--- config.mk ---
export PLATFORM = sky130hd
export DESIGN_NAME = mult_nxn_fast_flat
export DESIGN_NICKNAME = d
export VERILOG_FILES = /design/src/rtl/mult_nxn_fast_if.sv /design/src/rtl/mult_nxn_fast.sv /design/src/flat_wrapper.sv
export SDC_FILE = /design/constraint.sdc
export NUM_CORES = 1
export LEC_CHECK = 0
export CAP_MARGIN = 20
export CORE_ASPECT_RATIO = 1.1
export CORE_MARGIN = 3
export CORE_UTILIZATION = 45
export CTS_BUF_LIST = sky130_fd_sc_hd__clkbuf_4 sky130_fd_sc_hd__clkbuf_8
export DETAILED_ROUTE_END_ITERATION = 8
export HOLD_SLACK_MARGIN = 0.06
export PLACE_DENSITY = 0.63
export SLEW_MARGIN = 40
export SYNTH_ARGS = -nofsm -noshare
export SYNTH_HDL_FRONTEND = slang
export SYNTH_SLANG_ARGS = --single-unit
--- constraint.sdc ---
create_clock -name clk -period 10.7 [get_ports clk]
set_input_delay 2.14 -clock clk [delete_from_list [all_inputs] [get_ports clk]]
set_output_delay 2.14 -clock clk [all_outputs]
set_load 0.01 [all_outputs]
--- src/rtl/mult_nxn_fast_if.sv ---
// Start/busy/done handshake and operand/product bus for the chunked multiplier.
interface mult_nxn_fast_if #(
   parameter int WIDTH = 32
);
   logic               start;
   logic               accumulate;
   logic [WIDTH-1:0]   a;
   logic [WIDTH-1:0]   b;
   logic               busy;
   logic               done;
   logic [2*WIDTH-1:0] product;

   modport master (
      output start, accumulate, a, b,
      input  busy, done, product
   );

   modport slave (
      input  start, accumulate, a, b,
      output busy, done, product
   );
endinterface

--- src/rtl/mult_nxn_fast.sv ---
// Multi-cycle unsigned multiplier: one nonzero CHUNKxCHUNK pair per cycle, max(1,P) busy cycles then a done pulse.
// No backpressure: start is accepted only in IDLE, ignored while busy; product holds until the next accepted start.
module mult_nxn_fast #(
   parameter int WIDTH = 32,
   parameter int CHUNK = 16
) (
   input logic            clk,
   input logic            reset,
   mult_nxn_fast_if.slave bus
);
   localparam int K  = WIDTH / CHUNK;
   localparam int NP = K * K;
   localparam int PW = (NP > 1) ? $clog2(NP) : 1;

   typedef enum logic {S_IDLE, S_CALC} state_t;

   state_t             r_state;
   logic [WIDTH-1:0]   r_a;
   logic [WIDTH-1:0]   r_b;
   logic [NP-1:0]      r_mask;
   logic [PW-1:0]      r_ptr;
   logic [2*WIDTH-1:0] r_product;
   logic               r_busy;
   logic               r_done;

   logic [NP-1:0]      w_in_mask;
   logic [NP-1:0]      w_rem;
   logic [CHUNK-1:0]   w_a_c;
   logic [CHUNK-1:0]   w_b_c;
   logic [2*CHUNK-1:0] w_pp_c;
   logic [2*WIDTH-1:0] w_pp;
   int                 w_sh;
   logic               w_pend;

   function automatic logic [PW-1:0] f_first(input logic [NP-1:0] m);
      f_first = '0;
      for (int p = NP - 1; p >= 0; p--) begin
         if (m[p]) f_first = PW'(p);
      end
   endfunction

   // Pair (i,j) lives at bit i*K+j, so ascending bit order is the visit order.
   always_comb begin
      w_in_mask = '0;
      for (int i = 0; i < K; i++) begin
         for (int j = 0; j < K; j++) begin
            w_in_mask[i*K+j] = (|bus.a[CHUNK*i +: CHUNK]) && (|bus.b[CHUNK*j +: CHUNK]);
         end
      end
   end

   always_comb begin
      w_a_c = '0;
      w_b_c = '0;
      w_sh  = 0;
      for (int p = 0; p < NP; p++) begin
         if (r_ptr == PW'(p)) begin
            w_a_c = r_a[CHUNK*(p/K) +: CHUNK];
            w_b_c = r_b[CHUNK*(p%K) +: CHUNK];
            w_sh  = CHUNK * ((p / K) + (p % K));
         end
      end
      w_pp_c = w_a_c * w_b_c;
      w_pp   = (2*WIDTH)'(w_pp_c) << w_sh;
      w_pend = r_mask[r_ptr];
      w_rem  = r_mask & ~(NP'(1) << r_ptr);
   end

   always_ff @(posedge clk or posedge reset) begin
      if (reset) begin
         r_state   <= S_IDLE;
         r_a       <= '0;
         r_b       <= '0;
         r_mask    <= '0;
         r_ptr     <= '0;
         r_product <= '0;
         r_busy    <= 1'b0;
         r_done    <= 1'b0;
      end else begin
         case (r_state)
            S_IDLE: begin
               r_done <= 1'b0;
               if (bus.start) begin
                  r_a     <= bus.a;
                  r_b     <= bus.b;
                  r_mask  <= w_in_mask;
                  r_ptr   <= f_first(w_in_mask);
                  r_busy  <= 1'b1;
                  r_state <= S_CALC;
                  if (!bus.accumulate) r_product <= '0;
               end
            end
            S_CALC: begin
               if (w_pend) r_product <= r_product + w_pp;
               r_mask <= w_rem;
               r_ptr  <= f_first(w_rem);
               // An empty mask still costs one CALC cycle.
               if (w_rem == '0) begin
                  r_busy  <= 1'b0;
                  r_done  <= 1'b1;
                  r_state <= S_IDLE;
               end
            end
            default: r_state <= S_IDLE;
         endcase
      end
   end

   assign bus.busy    = r_busy;
   assign bus.done    = r_done;
   assign bus.product = r_product;
endmodule
--- src/flat_wrapper.sv ---
// flat-port wrapper written by rule: the top's interface ports become plain ports
module mult_nxn_fast_flat 
#(
   parameter int WIDTH = 32,
   parameter int CHUNK = 16
)
  (clk, reset, bus_start, bus_accumulate, bus_a, bus_b, bus_busy, bus_done, bus_product);
  mult_nxn_fast_if #(.WIDTH(WIDTH)) bus_i ();
  input logic clk;
  input logic reset;
  input wire logic [$bits(bus_i.start)-1:0] bus_start;
  input wire logic [$bits(bus_i.accumulate)-1:0] bus_accumulate;
  input wire logic [$bits(bus_i.a)-1:0] bus_a;
  input wire logic [$bits(bus_i.b)-1:0] bus_b;
  output wire logic [$bits(bus_i.busy)-1:0] bus_busy;
  output wire logic [$bits(bus_i.done)-1:0] bus_done;
  output wire logic [$bits(bus_i.product)-1:0] bus_product;
  assign bus_i.start = bus_start;
  assign bus_i.accumulate = bus_accumulate;
  assign bus_i.a = bus_a;
  assign bus_i.b = bus_b;
  assign bus_busy = bus_i.busy;
  assign bus_done = bus_i.done;
  assign bus_product = bus_i.product;
  mult_nxn_fast #(.WIDTH(WIDTH), .CHUNK(CHUNK)) u_core (.clk(clk), .reset(reset), .bus(bus_i));
endmodule
# After elaboration in Yosys (flattened, before gate mapping)
# Cells that the tools add are included.
# op_classes
addsub	1
n_mul	1
magnitude_cmp	1
n_eq_ne	7
shift	2
mux	37
n_bitwise	3
n_reduce_logical	13
# ops
cell	n
64-bit 2-to-1 mux	3
16-bit 2-to-1 mux	8
64-bit case mux with 2 select lines	1
64-bit adder	1
16-bit OR reduction	4
32-bit by 6-bit << shifter with 64-bit output	1
16-bit by 16-bit multiplier with 32-bit output	1
2-bit 2-to-1 mux	9
5-bit 2-to-1 mux	2
2-bit inequality test (second input constant)	4
4-bit case mux with 2 select lines	1
1-bit 2-to-1 mux	6
6-bit 2-to-1 mux	1
1-bit case mux with 2 select lines	3
4-bit bitwise AND	1
2-bit == test (second input constant)	2
1-bit logical AND	4
4-bit zero test	1
4-bit 2-to-1 mux	1
4-bit NOT	1
2-bit case mux with 2 select lines	1
2-bit AND reduction	2
1-bit by 2-bit << shifter with 4-bit output (first input constant)	1
2-bit by 3-bit < comparator with 1-bit output (second input constant)	1
5 further kinds	5
# totals
regBits	137
inputBits	68
out_inout_bits	66
word_cells	73

# Logic depth before layout (Yosys ltp)
# Gate-level depths: netlist of the first run.
# depth
word_depth	10
mapped_depth	43

# Worst setup path before layout of the first run
# Ideal clock, no wire load.
# synth_timing
path_type	register -> register
start	register u_core.r_ptr[1]
end	register u_core.r_product[61], in the netlist u_core.bus.product[61]
setup_time_ns	0.121
arrival_ns	9.512
slack_ns	1.067
stages_incl_launch_ff	41
path_buffers	4
period_less_slack_ns	9.633
cell_sequence	dfrtp_1 -> ha_1 -> inv_1 -> clkbuf_1 -> nand2_1 -> nor2_1 -> clkbuf_1 -> a22o_1 -> clkbuf_1 -> nand2_1 -> fa_1 -> fa_1 -> inv_1 -> fa_1 -> fa_1 -> fa_1 -> inv_1 -> fa_1 -> [5 not listed] -> nand2b_1 -> a41o_1 -> nand4_1 -> a21oi_1 -> a211oi_1 -> mux2_2 -> nor3_1 -> ha_1 -> clkbuf_1 -> a21oi_1 -> o21ai_0 -> nand4b_1 -> nor4b_2 -> nor2_2 -> a41oi_4 -> o2111ai_1 -> xor2_1 -> a22o_1
# synth_via
elab_chain_len	10
word_cells_on_any_way	24
cone_classes	add/sub (1); mul (1); eq/ne (4); shift (1); mux (15); reduce/logical (2)
# synth_lines
element	line	rtl
start: declaration	mult_nxn_fast.sv:21	logic [PW-1:0] r_ptr;
start signal: assignment	mult_nxn_fast.sv:87	r_ptr <= f_first(w_in_mask);
start signal: assignment	mult_nxn_fast.sv:96	r_ptr <= f_first(w_rem);
2-bit zero test	mult_nxn_fast.sv:57	if (r_ptr == PW'(p)) begin
16-bit 2-to-1 mux (4 in a row)	mult_nxn_fast.sv:57	
16-bit by 16-bit multiplier with 32-bit output	mult_nxn_fast.sv:63	w_pp_c = w_a_c * w_b_c;
32-bit by 6-bit << shifter with 64-bit output	mult_nxn_fast.sv:64	w_pp = (2*WIDTH)'(w_pp_c) << w_sh;
64-bit adder	mult_nxn_fast.sv:94	if (w_pend) r_product <= r_product + w_pp;
64-bit 2-to-1 mux	mult_nxn_fast.sv:94	
64-bit case mux with 2 select lines	mult_nxn_fast.sv:80	case (r_state)
end signal: assignment	mult_nxn_fast.sv:94	
end: declaration	mult_nxn_fast.sv:22	logic [2*WIDTH-1:0] r_product;
# Several ways; a longest one is shown, not always the timed one. The select of a mux whose other input is x is not followed.
# A chain may end at the register's enable or synchronous reset.

# Worst setup path after layout of the first run
# layout_timing
start	register u_core.r_ptr[0]
end	register u_core.r_product[61], in the netlist u_core.bus.product[61]
# Same word-level chain as after synthesis.

==> results.md, run 1 <==
- Outcome: completed
- Die W: 199 µm
- Main synth FF type: dfrtp_1
- Area after DPL: 0.0204 mm²
- Yosys top cell area share: 21.2%
- DR iter-0 viols: 970
- Vias in the first global route: 17200
- Seq cells post-synth: 137
- Routed len/inst: 21.2 µm
- CP most frequent cell: fa_1
- Setup WS post-layout: 0.479 ns
- Min-Delay Path Depth: 2
- # diodes: 0
- Min-Delay Startpoint: u_core.r_b[4]$_DFFE_PP0P_
- Most common cell after layout, fill and taps aside: nand2_1
- Filler Cell Count: 3878
- Largest net degree at the start of global routing: 73
- Vias per cell: 5.66
- Post-Layout Inst Area: 0.0209 mm²
- Reg clk slew, reported paths: 0.09 ns
- FF-to-FF path depth: 38
- Initial Utilization: 45.7%
- Worst-margin pin slew: 0.824 ns
- Drt total wl: 61900 µm
- Final setup fails: 0
- Mean area per synthesized cell: 8.05 µm²
- Post-Synthesis Cells: 2292
- Crit-path slowest cell: fa_1
- Final Critical Period: 10.22 ns
- Layout area overhead: 13.2%
- First-pass GRT wire length: 97700 µm
- Clock buffer depth: 2
- Worst-Skew Late Latency: 0.54 ns
- Area contributors post-synth: fa_1, dfrtp_1, ha_1
- DRC: 0
- Final max-slew violation count: 0
- Fin nets: 2824
- Post-CTS Hold Fix Bufs: 0
- Pre-CTS WS: 0.315 ns
- WP data arrival: 10.65 ns
- DP HPWL: 51100 µm
- Inserted Clock Buffers: 17
- Worst Path Max Fanout: 32
- Mapped cell area: 0.0185 mm²
- CP Launch Type: register
- Io pins: 134
- Fmax: 97.8 MHz
- Register area share after synthesis: 18.6%
- Synthesized net count: 2726
- Area of the multi-input gates: 0.0137 mm²
- RSZ-0062 raised after global routing: yes
- Slowest cell delay on critical path: 0.59 ns
- GRT Util Overall: 29.4%
- Share of cells above drive strength 1: 5.58%
- Relative slew slack: 45.1%
- Vias: 16500
- Reg-to-Reg Start: u_core.r_ptr[0]$_DFFE_PP0P_
- Root buffer cell: clkbuf_8
- Register-to-register setup slack: 0.48 ns
- EDFF count, synth: 0
- Hold Path End: u_core.r_b[4]$_DFFE_PP0P_
- Period utilisation layout: 95.5%
- Unique masters post-synth: 73
- Clock sink count: 137
- Port buffer count: 133
- Worst setup EP type: register
- Synth Warn #: 0
- Max-Cap Viols: 0
- Die Y: 218 µm
- Rows: 77
- Reg-to-Reg End: u_core.bus.product[61]$_DFFE_PP0P_
- H-tree Lvls: 4
- ANT nets after route: 0
- Die area: 0.0435 mm²
- Initial antenna violation count: 0
- Grt ovf: 0
- Fraction of registers with async set/reset: 100%
- Most area-hungry cell type in the Yosys netlist: fa_1
- First-pass DRT Iterations: 7
- FF+latch area: 0.00343 mm²
- Final Wtd Congestion: 0.972
- CTS tree: done
- Fin. Hold Viols: 0
- Class of the worst hold path: reg -> reg
- Most frequent cells in the layout: nand2_1, inv_1, fa_1
- Final setup skew: 0.0200 ns
- Setup CP Type: reg -> reg
- Core area: 0.0404 mm²
- Required time of the critical path: 11.13 ns
-- worst max path at each step --
stage	from	to	slack [ns]	cells after the start
after global placement	u_core.r_ptr[0]$_DFFE_PP0P_	u_core.bus.product[59]$_DFFE_PP0P_	0.55	38
after CTS	u_core.r_ptr[0]$_DFFE_PP0P_	u_core.bus.product[61]$_DFFE_PP0P_	0.28	38
after floorplan	u_core.r_ptr[1]$_DFFE_PP0P_	u_core.bus.product[61]$_DFFE_PP0P_	1.07	40
final	u_core.r_ptr[0]$_DFFE_PP0P_	u_core.bus.product[61]$_DFFE_PP0P_	0.48	38
after detailed placement	u_core.r_ptr[0]$_DFFE_PP0P_	u_core.bus.product[61]$_DFFE_PP0P_	0.32	38
after global routing	u_core.r_ptr[0]$_DFFE_PP0P_	u_core.bus.product[61]$_DFFE_PP0P_	-0.02	38
-- metal layers --
| layer | global-route usage [%] | wire length (µm) | part of all wire (%) | vias up |
|---|---|---|---|---|
| li1 | - | - | - | 7722 |
| met5 | 0 | 0 | 0 | - |
| met3 | 4.66 | 2740 | 4.4 | 132 |
| met2 | 49.6 | 30500 | 49 | 468 |
| met4 | 14.2 | 3420 | 5.5 | 0 |
| met1 | 36.7 | 25200 | 41 | 8174 |
-- what timing repair did --
action	in CTS	in global routing
resized for setup	0	12
setup endpoints to repair	0	17
setup buffers	0	0
-- critical path: cells and delay by family, from the launching register on --
kind / cells / cell delay (ns)
compound gates: 11 / 2.38
xor+xnor: 1 / 0.16
fa+ha+maj: 9 / 4.04
buf+inv: 7 / 0.98
flops: 1 / 0.43
mux: 1 / 0.39
simple gates: 9 / 1.72
-- synthesized netlist by cell type, drive strengths merged (5+ instances only) --
master and n:
a211oi 8, a21boi 7, a21o 59, a21oi 110
a22o 29, a22oi 18, a31oi 11, and2 37
and3 11, buf 9, clkbuf 95, dfrtp 137
fa 195, ha 171, inv 265, mux2 7
mux2i 7, nand2 488, nand2b 16, nand3 44
nand4 24, nor2 195, nor2b 7, nor3 10
nor3b 5, nor4 18, o21a 12, o21ai 107
o21bai 20, o221ai 5, o22ai 12, o31ai 9
or2 6, xnor2 45, xor2 41
-- logic make-up after synthesis --
logic type / after synthesis / synth area share [%]
AOI/OAI and AO/OA: 445 / 15.9
and+or+nand+nor: 874 / 20.2
adders and majority gates: 366 / 32.8
muxes: 15 / 0.929
DFF: 137 / 18.6
xor gates and xnor gates: 86 / 4.08
buffers and inverters: 369 / 7.56
-- final cells by class --
type / count / share of cell area [%]
Clock buffer: 18 / 1.16
Inverter: 265 / 4.80
Tap cell: 513 / 3.07
Sequential cell: 137 / 16.4
Clock inverter: 14 / 0.869
Timing Repair Buffer: 183 / 8.19
Multi-Input combinational cell: 1786 / 65.5
-- state kept, by name, summed over array words and instances, names as in the netlist --
signal / flops
u_core.bus.busy: 1
u_core.bus.done: 1
u_core.bus.product: 64
u_core.r_a: 32
u_core.r_b: 32
u_core.r_mask: 4
u_core.r_ptr: 2
u_core.r_state: 1
-- through the flow --
| stage | utilization (%) | setup TNS, ns | hold slack (ns) | instances |
|---|---|---|---|---|
| final | 51.7 | 0 | 0.480 | 2916 |
| after global routing | 51.7 | -0.0196 | 0.514 | 2916 |
| after CTS | 51.7 | 0 | 0.484 | 2916 |
| after detailed placement | 50.6 | 0 | 0.464 | 2884 |
| after global placement | 50.6 | 0 | 0.453 | 2884 |
| after floorplan | - | 0 | 0.437 | 2292 |
Power of run 1 is left out: the tool's default activity adds up to more than one toggle a clock period on the data nets, which glitch-free logic cannot reach.
==> run 2, diff against run 1 <==
--- a/config.mk
+++ b/config.mk
@@ -7,7 +7,6 @@
 export LEC_CHECK = 0
 export CAP_MARGIN = 20
 export CORE_ASPECT_RATIO = 1.1
-export CORE_MARGIN = 3
 export CORE_UTILIZATION = 45
 export CTS_BUF_LIST = sky130_fd_sc_hd__clkbuf_4 sky130_fd_sc_hd__clkbuf_8
 export DETAILED_ROUTE_END_ITERATION = 8
==> constraint.sdc (replaced) <==
create_clock -name clk -period 11.3 [get_ports clk]
set_input_delay 2.26 -clock clk [delete_from_list [all_inputs] [get_ports clk]]
set_output_delay 2.26 -clock clk [all_outputs]
set_load 0.01 [all_outputs]
==> run 2 against run 1 <==
Compared with the run above:
- first-iteration DRC count is 26% higher
- wire length is 1.3% lower
- die area is 3.8% lower
- highest routed layer unchanged
- sequential share of layout area is 0.12 points higher
- worst setup slack better by 0.073 ns
- via count hardly changed
- clock-buffer cell count stayed put
==> results.md, run 2 (same netlist as run 1, synthesis figures left out) <==
- Initial Utilization: 45.8%
- Most common cell after layout, fill and taps aside: nand2_1
- CP Launch Type: register
- CP delay by family, top: adder cells
- Most frequent cells in the layout: nand2_1, inv_1, fa_1
- TNS Setup: 0 ns
- Routed len/inst: 21.1 µm
- Core area: 0.0403 mm²
- Final Wtd Congestion: 0.969
- Initial antenna violation count: 0
- First-pass DRT Iterations: 5
- Slowest cell delay on critical path: 0.55 ns
- Vias per cell: 5.69
- Fin. Hold Viols: 0
- Final max-slew violation count: 0
- Die W: 195 µm
- Post-CTS Hold Fix Bufs: 0
- Buf/Inv on CP: 6
- Rows: 77
- Class of the worst hold path: reg -> reg
- # diodes: 0
- ANT nets after route: 0
- Setup CP Type: reg -> reg
- Fmax: 93.0 MHz
- Outcome: completed
- Worst-Skew Late Latency: 0.55 ns
- Largest register FFs: 64
- Fin nets: 2807
- Final core utilization: 51.5%
- Inserted Clock Buffers: 17
- Max-Cap Viols: 0
- Vias: 16500
- Final setup skew: 0.0199 ns
- GRT Util Overall: 30.1%
- Worst setup EP type: register
- Clock sink count: 137
- WP data arrival: 11.19 ns
- Crit-path slowest cell: fa_1
- RSZ-0062 raised after global routing: no
- First-pass GRT wire length: 96000 µm
- Grt ovf: 0
- Layout area overhead: 12.4%
- H-tree Lvls: 4
- Io pins: 134
- Clock buffer depth: 2
- Final setup fails: 0
- Drt total wl: 61100 µm
- Required time of the critical path: 11.74 ns
- DP HPWL: 50000 µm
- Final Critical Period: 10.75 ns
- DR iter-0 viols: 1222
- Worst-margin pin slew: 0.917 ns
- Die Y: 214 µm
- Port buffer count: 133
- DRC: 0
- Vias in the first global route: 16900
- Reg clk slew, reported paths: 0.10 ns
- Share of cells above drive strength 1: 4.61%
- Root buffer cell: clkbuf_8
- CTS tree: done
- Largest net degree at the start of global routing: 78
- Relative slew slack: 38.2%
- Worst Path Max Fanout: 32
- CP most frequent cell: fa_1
- Worst hold slack: 0.490 ns
- Period utilisation layout: 95.1%
- Die area: 0.0418 mm²
run 2: cell count changes in the layout (fill, tap and decap cells not counted), moves of 4 or more:
cell and change:
a22o_1 +4, inv_8 +4, a22o_2 -4, buf_4 -18
run 2: through the flow:
step / worst slack (ns) / cells / cell area, µm²
after CTS: 0.312 / 2899 / 20700
final: 0.552 / 2899 / 20700
after global placement: 0.410 / 2866 / 20300
after detailed placement: 0.403 / 2867 / 20300
after global routing: 0.0908 / 2899 / 20700
after floorplan: 1.67 / 2292 / 18500
run 2: final timing paths:
path | startpoint | endpoint | slack [ns] | depth (start not counted)
setup reg to reg | u_core.r_ptr[0]$_DFFE_PP0P_ | u_core.bus.product[61]$_DFFE_PP0P_ | 0.55 | 39
hold / removal | u_core.r_b[16]$_DFFE_PP0P_ | u_core.r_b[16]$_DFFE_PP0P_ | 0.49 | 2
setup / recovery | u_core.r_ptr[0]$_DFFE_PP0P_ | u_core.bus.product[61]$_DFFE_PP0P_ | 0.55 | 39
max in group asynchronous | reset | u_core.r_a[3]$_DFFE_PP0P_ | 8.04 | 3
min in group asynchronous | reset | u_core.bus.product[53]$_DFFE_PP0P_ | 2.16 | 2
hold reg to reg | u_core.r_b[16]$_DFFE_PP0P_ | u_core.r_b[16]$_DFFE_PP0P_ | 0.49 | 2
run 2: final cells by class:
| type | instances | area (µm²) |
|---|---|---|
| tap | 513 | 642 |
| timing repair buffer | 166 | 1580 |
| clock buffer | 18 | 248 |
| multi-input combinational | 1786 | 13700 |
| inverter | 265 | 1000 |
| clock inverter | 14 | 173 |
| sequential | 137 | 3430 |
| fill | 4021 | 19500 |
run 2: metal layers:
| metal | vias up | share of wire (%) | global-route usage, % |
|---|---|---|---|
| li1 | 7699 | - | - |
| met1 | 8226 | 42 | 37.6 |
| met2 | 459 | 49 | 51.6 |
| met3 | 105 | 4.5 | 4.09 |
| met4 | 0 | 4.3 | 13.4 |
| met5 | - | 0 | 0 |
run 2: tightest hold or removal path, delay by kind of cell, from the launching register on:
family	cells	cell delay (ns)
flip-flops	1	0.36
AND/OR/NAND/NOR	2	0.11
run 2: timing repair:
item / 4_1_cts / 5_1_grt
resized for setup: 0 / 4
buffers inserted: 0 / 0
endpoints found under the setup margin: 0 / 6
endpoints found under the hold margin: 0 / 0
Power of run 2 is left out for the same reason.
==> run 3, diff against run 2 <==
--- a/config.mk
+++ b/config.mk
@@ -9,6 +9,7 @@
 export CORE_ASPECT_RATIO = 1.1
 export CORE_UTILIZATION = 45
 export CTS_BUF_LIST = sky130_fd_sc_hd__clkbuf_4 sky130_fd_sc_hd__clkbuf_8
+export CTS_CLUSTER_DIAMETER = 40
 export DETAILED_ROUTE_END_ITERATION = 8
 export HOLD_SLACK_MARGIN = 0.06
 export PLACE_DENSITY = 0.63
==> results of run 3 <==
No change in the layout: final DEF, timing and power equal those of run 2.
Power of run 3 is left out for the same reason.
